<file path="config.mk">
export PLATFORM = sky130hd
export DESIGN_NAME = z80_io_cycle_master
export DESIGN_NICKNAME = d
export VERILOG_FILES = /design/src/rtl/z80_io_cycle_master_pkg.sv /design/src/rtl/z80_wait_timer.sv /design/src/rtl/z80_io_cycle_master.sv
export SDC_FILE = /design/constraint.sdc
export NUM_CORES = 1
export LEC_CHECK = 0
export CAP_MARGIN = 10
export CORE_MARGIN = 10
export CORE_UTILIZATION = 48
export CTS_BUF_LIST = sky130_fd_sc_hd__clkbuf_4 sky130_fd_sc_hd__clkbuf_8
export DETAILED_ROUTE_END_ITERATION = 6
export PLACE_DENSITY = 0.87
export SYNTH_ARGS = -nofsm -noshare
export SYNTH_HDL_FRONTEND = slang
export SYNTH_SLANG_ARGS = --single-unit
</file>
<file path="constraint.sdc">
create_clock -name i_clk -period 4.42 [get_ports i_clk]
set_input_delay 0.884 -clock i_clk [delete_from_list [all_inputs] [get_ports i_clk]]
set_output_delay 0.884 -clock i_clk [all_outputs]
set_load 0.01 [all_outputs]
</file>
<file path="src/rtl/z80_io_cycle_master_pkg.sv">
// rtl/z80_io_cycle_master_pkg.sv - shared Z80 bus definitions: state encoding, strobe levels, T-state counts
`ifndef Z80_BUS_DEFS_SV
`define Z80_BUS_DEFS_SV

package z80_io_cycle_master_pkg;

   typedef enum logic [2:0] {
      ST_IDLE = 3'd0,
      ST_T1   = 3'd1,
      ST_T2   = 3'd2,
      ST_TWA  = 3'd3,
      ST_TW   = 3'd4,
      ST_T3   = 3'd5
   } io_state_t;

   localparam logic STROBE_IDLE   = 1'b1;
   localparam logic STROBE_ACTIVE = 1'b0;

   // Minimum bus-cycle lengths, shared with the memory and M1 masters.
   localparam int TSTATES_IO_MIN  = 4;
   localparam int TSTATES_MEM_MIN = 3;

endpackage

`endif

</file>
<file path="src/rtl/z80_wait_timer.sv">
// rtl/z80_wait_timer.sv - TW-state counter with MAX_WAIT compare and sticky timeout flag
module z80_wait_timer #(
   parameter int MAX_WAIT = 255
) (
   input  logic clk,
   input  logic reset,
   input  logic clear,
   input  logic inc,
   input  logic expire,
   output logic at_max,
   output logic timed_out
);

   localparam int CW = (MAX_WAIT < 1) ? 1 : $clog2(MAX_WAIT + 1);
   localparam logic [CW-1:0] CNT_LIMIT = CW'(MAX_WAIT);
   localparam logic [CW-1:0] CNT_SAT   = '1;

   logic [CW-1:0] count;

   // Saturates rather than wrapping so an unbounded wait never aliases to a small count.
   always_ff @(posedge clk) begin
      if (reset || clear) begin
         count     <= '0;
         timed_out <= 1'b0;
      end else begin
         if (inc && (count != CNT_SAT))
            count <= count + CW'(1);
         if (expire)
            timed_out <= 1'b1;
      end
   end

   assign at_max = (MAX_WAIT != 0) && (count == CNT_LIMIT);

endmodule

</file>
<file path="src/rtl/z80_io_cycle_master.sv">
// rtl/z80_io_cycle_master.sv - Z80 I/O read/write bus-cycle master with WAIT_n and wait timeout
// Optional auto wait state (TWA) after T2 when Z80_IO_MASTER_AUTO_WAIT_EN is defined.
module z80_io_cycle_master
   import z80_io_cycle_master_pkg::*;
#(
   parameter int MAX_WAIT = 255
) (
   input  logic        i_clk,
   input  logic        i_reset,
   input  logic        i_req,
   input  logic        i_we,
   input  logic [15:0] i_addr,
   input  logic [7:0]  i_wdata,
   output logic        o_ready,
   output logic        o_ack,
   output logic        o_timeout,
   output logic [7:0]  o_rdata,
   output logic [15:0] o_addr,
   output logic [7:0]  o_data,
   output logic        o_data_oe,
   input  logic [7:0]  i_data,
   output logic        o_iorq_n,
   output logic        o_rd_n,
   output logic        o_wr_n,
   input  logic        i_wait_n
);

   io_state_t state, state_next;
   logic      we_q;
   logic      accept;
   logic      we_next;
   logic      strobe_on;
   logic      oe_next;
   logic      iorq_n_next, rd_n_next, wr_n_next;
   logic      tmr_clear, tmr_inc, tmr_expire, tmr_at_max, tmr_flag;

   z80_wait_timer #(.MAX_WAIT(MAX_WAIT)) u_wait_timer (
      .clk       (i_clk),
      .reset     (i_reset),
      .clear     (tmr_clear),
      .inc       (tmr_inc),
      .expire    (tmr_expire),
      .at_max    (tmr_at_max),
      .timed_out (tmr_flag)
   );

   assign o_ready = (state == ST_IDLE);

   always_comb begin
      state_next = state;
      accept     = 1'b0;
      tmr_clear  = 1'b0;
      tmr_inc    = 1'b0;
      tmr_expire = 1'b0;
      case (state)
         ST_IDLE: begin
            if (i_req) begin
               state_next = ST_T1;
               accept     = 1'b1;
               tmr_clear  = 1'b1;
            end
         end
         ST_T1: state_next = ST_T2;
`ifdef Z80_IO_MASTER_AUTO_WAIT_EN
         ST_T2: state_next = ST_TWA;
         ST_TWA: begin
`else
         ST_T2, ST_TWA: begin
`endif
            if (!i_wait_n) begin
               state_next = ST_TW;
               tmr_inc    = 1'b1;
            end else begin
               state_next = ST_T3;
            end
         end
         ST_TW: begin
            if (i_wait_n) begin
               state_next = ST_T3;
            end else if (tmr_at_max) begin
               state_next = ST_T3;
               tmr_expire = 1'b1;
            end else begin
               tmr_inc = 1'b1;
            end
         end
         ST_T3:   state_next = ST_IDLE;
         default: state_next = ST_IDLE;
      endcase

      // Bus levels are computed for the state being entered so they can be registered.
      we_next     = accept ? i_we : we_q;
      strobe_on   = (state_next == ST_T2) || (state_next == ST_TWA) ||
                    (state_next == ST_TW) || (state_next == ST_T3);
      oe_next     = (state_next != ST_IDLE) && we_next;
      iorq_n_next = strobe_on ? STROBE_ACTIVE : STROBE_IDLE;
      rd_n_next   = (strobe_on && !we_next) ? STROBE_ACTIVE : STROBE_IDLE;
      wr_n_next   = (strobe_on && we_next) ? STROBE_ACTIVE : STROBE_IDLE;
   end

   always_ff @(posedge i_clk) begin
      if (i_reset) begin
         state     <= ST_IDLE;
         we_q      <= 1'b0;
         o_addr    <= '0;
         o_data    <= '0;
         o_data_oe <= 1'b0;
         o_iorq_n  <= STROBE_IDLE;
         o_rd_n    <= STROBE_IDLE;
         o_wr_n    <= STROBE_IDLE;
         o_ack     <= 1'b0;
         o_timeout <= 1'b0;
         o_rdata   <= '0;
      end else begin
         state     <= state_next;
         if (accept) begin
            we_q   <= i_we;
            o_addr <= i_addr;
            o_data <= i_wdata;
         end
         o_data_oe <= oe_next;
         o_iorq_n  <= iorq_n_next;
         o_rd_n    <= rd_n_next;
         o_wr_n    <= wr_n_next;
         o_ack     <= (state == ST_T3);
         o_timeout <= (state == ST_T3) && tmr_flag;
         if ((state == ST_T3) && !we_q)
            o_rdata <= i_data;
      end
   end

endmodule

</file>
Word-level counts from Yosys, hierarchy flattened
Cells that the tools add are included.
W data, S select, Z words.
- register bits after elaboration: 51
- output and inout bits: 39
- add/sub/neg operators: 1
- equality and inequality tests: 11
- mux-type cells: 18
- reductions and logical operators: 15
- operators with widths (operator ; number):
    $mux W1 ; 13
    $eq A3 B2 Y1 const B ; 4
    $eq A3 B3 Y1 const B ; 4
    $pmux W3 S4 ; 1
    $mux W3 ; 3
    $add A8 B1 Y8 const B ; 1
    $eq A8 B8 Y1 const B ; 1
    $ne A8 B8 Y1 const B ; 1
    $logic_and A1 B1 Y1 ; 6
    $logic_or A1 B1 Y1 ; 4
    $eq A3 B1 Y1 const B ; 1
    $logic_not A3 Y1 ; 1
    $reduce_bool A3 Y1 ; 1
    $logic_not A1 Y1 ; 2
    $pmux W1 S2 ; 1
    $reduce_or A2 Y1 ; 1

Logic depth before layout (Yosys ltp)
Gate-level depths: netlist of run 1.
- depth in word-level cells: 10
- mapped depth: 6

Cells and area by module
From an unflattened synthesis of run 1, not the netlist that was laid out.
- cell total of the unflattened synthesis: 223
- area total of the unflattened synthesis: 2030.7 µm²
- by module, submodules not included (module ; instances ; cells each ; area an instance (µm²) ; sequential area each (µm²)):
    z80_io_cycle_master ; 1 ; 172 ; 1559.0 ; 840.8
    z80_wait_timer ; 1 ; 51 ; 471.7 ; 180.2

Least setup slack after synthesis of run 1
Ideal clock, no wire load.
- kind: input port to flip-flop
- start: in i_req
- end: reg u_wait_timer.count[6]
- library setup time: 138 ps
- data arrival time: 1688 ps
- setup slack: 2594 ps
- stages: 4
- buffers on the path: 1
- path through: nor4b_2 or2_2 buf_2 a211oi_1
- longest elaborated chain between the ends: 3
- RTL lines (what ; line ; source):
    start: declaration ; z80_io_cycle_master.sv:10 ; input logic i_req,
    $mux W1 ; z80_io_cycle_master.sv:57 ; if (i_req) begin
    $mux W1 ; z80_io_cycle_master.sv:55 ; case (state)
    $logic_or A1 B1 Y1 ; z80_wait_timer.sv:22 ; if (reset || clear) begin
    end signal: assignment ; z80_wait_timer.sv:27 ; count <= count + CW'(1);
    end: declaration ; z80_wait_timer.sv:18 ; logic [CW-1:0] count;
Every way passes these cells.
A chain may end at the register's enable or synchronous reset.

Worst setup path in the final report of run 1
- start: reg state[1]
- end: out o_ready
- longest elaborated chain between the ends: 1
- RTL lines (what ; line ; source):
    start: declaration ; z80_io_cycle_master.sv:28 ; io_state_t state, state_next;
    start signal: assignment ; z80_io_cycle_master.sv:115 ; state <= state_next;
    $logic_not A3 Y1 ; z80_io_cycle_master.sv:47 ; assign o_ready = (state == ST_IDLE);
    end: declaration ; z80_io_cycle_master.sv:14 ; output logic o_ready,
Every way passes these cells.

==> impl_metrics.toml, run 1 <==
[run_status]
status = "completed"

[floorplan]
ios = 76
row_count = 23
start_util_pct = 49.26
dieArea_um2 = 7069
die-height_um = 84.08
die_w_um = 84.08
core_area_um2 = 4000

[final_layout]
syn_to_final_growth_pct = 44.13
fill_cells = 310
finish.net_count = 334
fin_cells = 347
design_area_um2 = 2840
register_area_um2 = 1021
fin_util_pct = 71.00
drive_above_1_share_pct = 5.724
multi_input_area_um2 = 887.1
antenna_cells = 0

[run]
maxCapViolations = 0

[clock_network]
ctsHtreeMaxLevel = 2
clk_pin_slew_ns = 0.08
clock-root-buffer = "clkbuf_8"
ctsHoldBuffers = 0
cts_setup_buffers = 0
cts_num_sinks = 51
clk_path_buf_depth = 2
cts_tree = "yes"
clk_latency_ns = 0.30
numCtsBuffers = 5
cts_resized = 0

[timing]
min_period_over_period_pct = 59.66
max_clock_freq_mhz = 379.2
fin_hold_ws_ns = 0.4543
tightest_slew_ns = 1.210
setup_viol = 0
drv_slew = 0
fin_skew_ns = 0.007560
rsz0062_at_grt = "no"
hold_violations = 0
fin_crit_ns = 2.637
tns_ns = 0
relSlewSlack_pct = 18.19
fin_ws_ns = 1.783

[yosys]
yosysSeqAreaShare_pct = 51.81
syn-instance-count = 225
yosys.area.top_type = "dfxtp_1"
ys_seq_elements = 51
syn-num-nets = 263
ys_top_cells_by_count = "nand2_1, dfxtp_1, a21oi_1"
synthArstFlopShare_pct = 0
postSynthAreaPerCell_um2 = 8.758
synth_top_area_share_pct = 51.81
syn_area_um2 = 1971
synth_edf_count = 0
synth_top_cells_by_area = "dfxtp_1, nand2_1, a21oi_1, mux2i_1, nor2_1"
synth_cell_types = 39
dominantRegCellSynth = "dfxtp_1"
ys_warn_count = 0
synth_most_common_cell = "nand2_1"

[drt]
vias = 1767
drt_pass1_iterations = 4
vias_per_cell = 5.092
route.detailed.drc = 0
drt_first_iter_violations = 84
ant_nets = 0
wl_per_cell_um = 14.86
drt_wl_total_um = 5156

[placed_design]
dp_hpwl_um = 3897
postPlaceCellArea_um2 = 2751
dpl.cell_count = 339
io_buffer_count = 75
dpl_worst_slack_ns = 1.788
gp_congestion = 0.7523

[global_route]
grt_pass1_vias = 1828
grt_usage_pct = 14.43
overflow = 0
grt_max_degree = 28
grt_pass1_wl_um = 8638
antenna_found_initial = 0

[pwr]
peakVddDrop_uv = 230.6
power_density_nw_per_um2 = 322.1
p_total_mw = 0.9149
leakage_nw = 0.9941

[setup_path]
critPathKind = "register to output port"
crit_family = "buffers and inverters"
crit_arrival_ns = 1.75
critPathBufInv = 1
worst_path_max_delay_cell = "clkdlybuf4s50_1"
path_cells = "nor3_1 -> clkdlybuf4s50_1"
required_ns = 3.54
cp-end-kind = "output port"
slowest_delay_ns = 0.62
crit_fanout = 10
crit_path_start_kind = "register"

[worst_hold_path]
hold_path.class = "register to register"
==> cell type report <==
type,instances,area share [%]
Timing Repair Buffer,77,26.96
Sequential cell,51,35.95
Multi-Input combinational cell,157,31.23
Tap cell,50,2.203
Clock buffer,7,2.952
Clock inverter,1,0.1762
Inverter,4,0.5286
==> cells in the final DEF, fill, tap and decap left out, types with 3 or more instances in the layout <==
master,n
o21ai_0,4
a21oi_1,32
clkdlybuf4s50_1,75
inv_1,4
clkbuf_8,5
nand3_1,4
nor3_1,5
dfxtp_1,51
mux2i_1,8
nor2_1,14
nand2_1,57
nor2b_1,3
==> cells by family (layout without fill, tap and decap cells) <==
| family | count (synthesis) | after routing | synth area share, % |
|---|---|---|---|
| simple gates | 97 | 97 | 22.73 |
| flops | 51 | 51 | 51.81 |
| fa+ha+maj | 1 | 1 | 0.6348 |
| buf+inv | 17 | 89 | 3.936 |
| mux | 8 | 8 | 4.064 |
| compound gates | 51 | 51 | 16.83 |
==> final timing paths <==
check                                          from                      end  cells after the start  slack (ns)
worst max-delay path            state[1]$_SDFF_PP0_                  o_ready                      2        1.78
worst min-delay path                we_q$_SDFF_PP0_        o_wr_n$_SDFF_PP1_                      1        0.45
worst max register to register  state[2]$_SDFF_PP0_  o_rdata[3]$_SDFFE_PP0P_                      3        2.24
worst min register to register      we_q$_SDFF_PP0_        o_wr_n$_SDFF_PP1_                      1        0.45
==> per-layer routing <==
metal,global-route usage (%),share of wire (%),vias to the layer above
li1,-,-,910
met1,16.16,42,789
met2,24.41,49,57
met3,4.199,6.6,11
met4,6.697,2.7,0
met5,0,0,-
==> flip-flops by register name, indices dropped and copies added, names as in the netlist <==
register	cells
o_ack	1
o_addr	16
o_data	8
o_data_oe	1
o_iorq_n	1
o_rd_n	1
o_rdata	8
o_timeout	1
o_wr_n	1
state	3
u_wait_timer.count	8
u_wait_timer.timed_out	1
we_q	1
==> power by group <==
part | switching [mW] | internal (mW)
combinational | 0.0689 | 0.0840
sequential | 0.0145 | 0.481
clock | 0.143 | 0.124
total | 0.226 | 0.689
No activity file was read; power rests on OpenSTA's default activity.
==> run 2, diff against run 1 <==
- CORE_UTILIZATION: 48 -> 45
- PLACE_DENSITY: 0.87 -> 0.82
- clock period: 4.42 -> 2.65 ns (I/O delays scaled with it)
==> run 2 against run 1 <==
Compared with the run above:
- non-clock buffer count increased by 3
- first-iteration DRC count increased by 37%
- register-to-register slack worse by 1.5 ns
- count of clock-buffer cells in the layout shrank 2
- critical endpoint unchanged
- core utilization decreased by 3.9 points
- wire length down 0.72%
- critical path type unchanged
==> impl_metrics.toml, run 2 (synthesized netlist as in run 1, its figures left out) <==
[timing]
relSlewSlack_pct = 63.67
fin_hold_ws_ns = 0.4561
rsz0062_at_grt = "no"
max_clock_freq_mhz = 444.5
fin_ws_ns = 0.4002
fin_crit_ns = 2.250
hold_violations = 0
tightest_slew_ns = 0.5433
min_period_over_period_pct = 84.90
tns_ns = 0
fin_skew_ns = 0.008381
setup_viol = 0
drv_slew = 0

[final_layout]
finish.net_count = 337
antenna_cells = 0
drive_above_1_share_pct = 6.355
largest_reg_flops = 16
syn_to_final_growth_pct = 46.29
fin_util_pct = 67.13
layout_commonest_cell = "clkdlybuf4s50_1"
design_area_um2 = 2883
largest_register = "o_addr"
final_cell_mix = "clkdlybuf4s50_1, nand2_1, dfxtp_1"

[worst_hold_path]
hold_path.class = "register to register"

[global_route]
overflow = 0
grt_max_degree = 27
grt_pass1_vias = 1687
grt_usage_pct = 13.77
grt_pass1_wl_um = 8480
antenna_found_initial = 0

[clock_network]
ctsHtreeMaxLevel = 2
clk_latency_ns = 0.30
numCtsBuffers = 5
cts_resized = 0
clock-root-buffer = "clkbuf_8"
clk_pin_slew_ns = 0.08
ctsHoldBuffers = 0
cts_tree = "yes"
clk_path_buf_depth = 2
cts_setup_buffers = 0
cts_num_sinks = 51

[setup_path]
slowest_delay_ns = 0.61
worst_path_max_delay_cell = "clkdlybuf4s50_1"
crit_arrival_ns = 1.72
required_ns = 2.12
critPathKind = "register to output port"
path_cells = "nor3_1 -> clkdlybuf4s50_1"
crit_path_start_kind = "register"
crit_fanout = 10
cp-end-kind = "output port"

[floorplan]
core_area_um2 = 4294
row_count = 24
ios = 76
start_util_pct = 45.89
die_w_um = 86.18
dieArea_um2 = 7426
die-height_um = 86.18

[pwr]
peakVddDrop_uv = 308.0
power_density_nw_per_um2 = 558.8
leakage_nw = 1.010

[drt]
ant_nets = 0
vias = 1793
drt_wl_total_um = 5119
drt_pass1_iterations = 4
vias_per_cell = 5.108
wl_per_cell_um = 14.58
route.detailed.drc = 0
drt_first_iter_violations = 115

[placed_design]
dp_hpwl_um = 3916
io_buffer_count = 75
dpl_worst_slack_ns = 0.6140
gp_congestion = 0.7925
postPlaceCellArea_um2 = 2776

[run]
maxCapViolations = 0

[run_status]
status = "completed"
[run 2: area by class of cell]
cell class / instances / area, um2
Timing Repair Buffer: 80 / 788.3
Inverter: 4 / 15.01
Multi-Input combinational cell: 157 / 887.1
Clock buffer: 5 / 68.82
Sequential cell: 51 / 1021
Clock inverter: 2 / 37.54
Tap cell: 52 / 65.06
Fill cell: 386 / 1411
[run 2: final timing paths]
check | startpoint | to | slack, ns | cells past startpoint
hold reg to reg | o_data[3]$_SDFFE_PP0P_ | o_data[3]$_SDFFE_PP0P_ | 0.46 | 2
setup reg to reg | state[2]$_SDFF_PP0_ | u_wait_timer.count[7]$_SDFFE_PP0P_ | 0.76 | 4
setup / recovery | state[1]$_SDFF_PP0_ | o_ready | 0.40 | 2
hold / removal | o_data[3]$_SDFFE_PP0P_ | o_data[3]$_SDFFE_PP0P_ | 0.46 | 2
[run 2: worst max-delay path: cells and delay by family, from the launching register on]
family,cells,cell delay (ns)
buffers and inverters,1,0.61
AND/OR/NAND/NOR,1,0.37
flip-flops,1,0.43
[run 2: routing by layer]
layer | routed length (um) | share of wire (%) | up-vias | global-route usage [%]
met5 | 0 | 0 | - | 0
li1 | - | - | 916 | -
met4 | 50 | 0.98 | 0 | 4.860
met3 | 411 | 8.0 | 5 | 4.878
met2 | 2525 | 49 | 55 | 22.58
met1 | 2132 | 42 | 817 | 16.27
[run 2: where the power goes]
| part | internal [mW] | switching [mW] | total, mW | leakage (nW) |
|---|---|---|---|---|
| combinational | 0.145 | 0.116 | 0.260 | 0.544 |
| sequential | 0.802 | 0.0237 | 0.826 | 0.416 |
| clock | 0.276 | 0.249 | 0.525 | 0.0502 |
[run 2: stage by stage]
| step | power [mW] | instances |
|---|---|---|
| CTS | 1.628 | 351 |
| finish | 1.611 | 351 |
| floorplan | 0.9530 | 225 |
| global route | 1.692 | 351 |
| detailed placement | 1.109 | 344 |
| global placement | 1.101 | 344 |
==> run 3, diff against run 2 <==
- clock period: 2.65 -> 2.1 ns (I/O delays scaled with it)
==> run 3 against run 2 <==
Compared with the run above:
- count of clock-buffer cells in the layout is the same
- highest routed layer unchanged
- final cell count grew 0.85%
- die area unchanged
- sequential share of layout area is 0.35 points lower
- largest cell class unchanged
==> impl_metrics.toml, run 3 (synthesized netlist as in run 1, its figures left out) <==
[pwr]
power_switching_mw = 0.5093
leakage_nw = 1.027
power_density_nw_per_um2 = 709.1
p_seq_share_pct = 50.3
p_sw_share_pct = 24.67
comb_power_share_pct = 16.2
clockPowerShare_pct = 33.5
peakVddDrop_uv = 381.5
p_int_mw = 1.555

[drt]
wl_per_cell_um = 14.62
ant_nets = 0
vias_per_cell = 5.003
drt_pass1_iterations = 4
route.detailed.drc = 0
vias = 1771
drt_first_iter_violations = 175
drt_wl_total_um = 5176

[floorplan]
row_count = 24
dieArea_um2 = 7426
die-height_um = 86.18
ios = 76
start_util_pct = 45.89
core_area_um2 = 4294
die_w_um = 86.18

[setup_path]
critPathBufInv = 1
slowest_delay_ns = 0.59
critPathLaunch = "state[0]$_SDFF_PP0_"
critPathKind = "register to output port"
crit_arrival_ns = 1.58
path_cells = "nor3_2 -> clkdlybuf4s50_1"
crit_family = "buffers and inverters"
r2r_setup_slack_ns = 0.33
reg2reg_depth = 5
required_ns = 1.68
worstReg2RegStart = "state[1]$_SDFF_PP0_"
r2r-end = "u_wait_timer.count[7]$_SDFFE_PP0P_"
crit_fanout = 9
cp-end-kind = "output port"
worst_path_max_delay_cell = "clkdlybuf4s50_1"
crit_path_start_kind = "register"

[clock_network]
clk_path_buf_depth = 2
cts_resized = 1
cts_tree = "yes"
clk_latency_ns = 0.31
clock-root-buffer = "clkbuf_8"
cts_num_sinks = 51
clk_pin_slew_ns = 0.09
ctsHtreeMaxLevel = 2
numCtsBuffers = 5
cts_setup_buffers = 0
ctsHoldBuffers = 0

[timing]
rsz0062_at_grt = "no"
setup_viol = 0
hold_violations = 0
max_clock_freq_mhz = 501.1
tightest_slew_ns = 0.4199
fin_ws_ns = 0.1043
fin_skew_ns = 0.005205
relSlewSlack_pct = 71.79
fin_crit_ns = 1.996
drv_slew = 0
tns_ns = 0
min_period_over_period_pct = 95.03

[final_layout]
largest_register = "o_addr"
finish.net_count = 339
final_cell_mix = "clkdlybuf4s50_1, nand2_1, dfxtp_1"
syn_to_final_growth_pct = 47.75
layout_commonest_cell = "clkdlybuf4s50_1"
design_area_um2 = 2912
antenna_cells = 0
largest_reg_flops = 16
drive_above_1_share_pct = 7.616

[worst_hold_path]
holdPathEnd = "o_data[1]$_SDFFE_PP0P_"
hold_path.class = "register to register"
hp-start = "o_data[1]$_SDFFE_PP0P_"
worstHoldPathCells = 2

[global_route]
antenna_found_initial = 0
grt_usage_pct = 14.01
grt_pass1_vias = 1784
grt_pass1_wl_um = 8521
grt_max_degree = 27
overflow = 0

[placed_design]
dp_hpwl_um = 3942
gp_congestion = 0.7661
io_buffer_count = 75
postPlaceCellArea_um2 = 2791
dpl_worst_slack_ns = 0.2832

[run]
maxCapViolations = 0

[run_status]
status = "completed"
==> run 3: changes by cell type in the layout (fill, tap and decap cells not counted) <==
cell | previous run | this run
buf_4 | 5 | 7
inv_6 | 0 | 1
nor3_1 | 5 | 4
nor3_2 | 0 | 1
==> run 3: stage by stage <==
step | power, mW | util [%] | hold slack [ns] | cells
finish | 2.065 | 67.80 | 0.4573 | 354
global route | 2.162 | 67.80 | 0.4847 | 354
CTS | 2.090 | 67.80 | 0.4593 | 354
detailed placement | 1.399 | 65.01 | 0.4461 | 346
global placement | 1.391 | 65.01 | 0.4378 | 346
floorplan | 1.203 | - | 0.4005 | 225
==> run 3: layout make-up <==
type / count / area, um2
Clock buffer: 5 / 68.82
Tap cell: 52 / 65.06
Timing Repair Buffer: 82 / 803.3
Sequential cell: 51 / 1021
Inverter: 4 / 15.01
Multi-Input combinational cell: 157 / 892.1
Fill cell: 383 / 1383
Clock inverter: 3 / 46.29
==> run 3: tightest hold or removal path, cell delays in order, from the launching register on <==
cell     delay (ns)
dfxtp_1        0.32
nand2_1        0.05
a21oi_1        0.05
==> run 3: worst max-delay path by stage <==
stage               slack (ns)                                 end  cells past startpoint
floorplan                 0.50  u_wait_timer.count[7]$_SDFFE_PP0P_                      5
global placement          0.31                             o_ready                      2
detailed placement        0.28              o_data[3]$_SDFFE_PP0P_                      5
CTS                       0.09                             o_ready                      2
global route            0.0002                             o_ready                      2
finish                    0.10                             o_ready                      2
==> run 3: metal layers <==
layer / part of all wire, % / GRT usage (%) / wire, um
met5: 0 / 0 / 0
met4: 2.0 / 6.627 / 105
met3: 7.0 / 4.972 / 363
met2: 48 / 23.39 / 2464
met1: 43 / 15.56 / 2243
==> run 3: power by group through the flow <==
stage | logic (mW) | clock network (mW) | registers, mW
floorplan | 0.127 | 0 | 1.08
global placement | 0.331 | 0 | 1.06
detailed placement | 0.337 | 0 | 1.06
CTS | 0.338 | 0.712 | 1.04
global route | 0.367 | 0.748 | 1.05
finish | 0.334 | 0.691 | 1.04
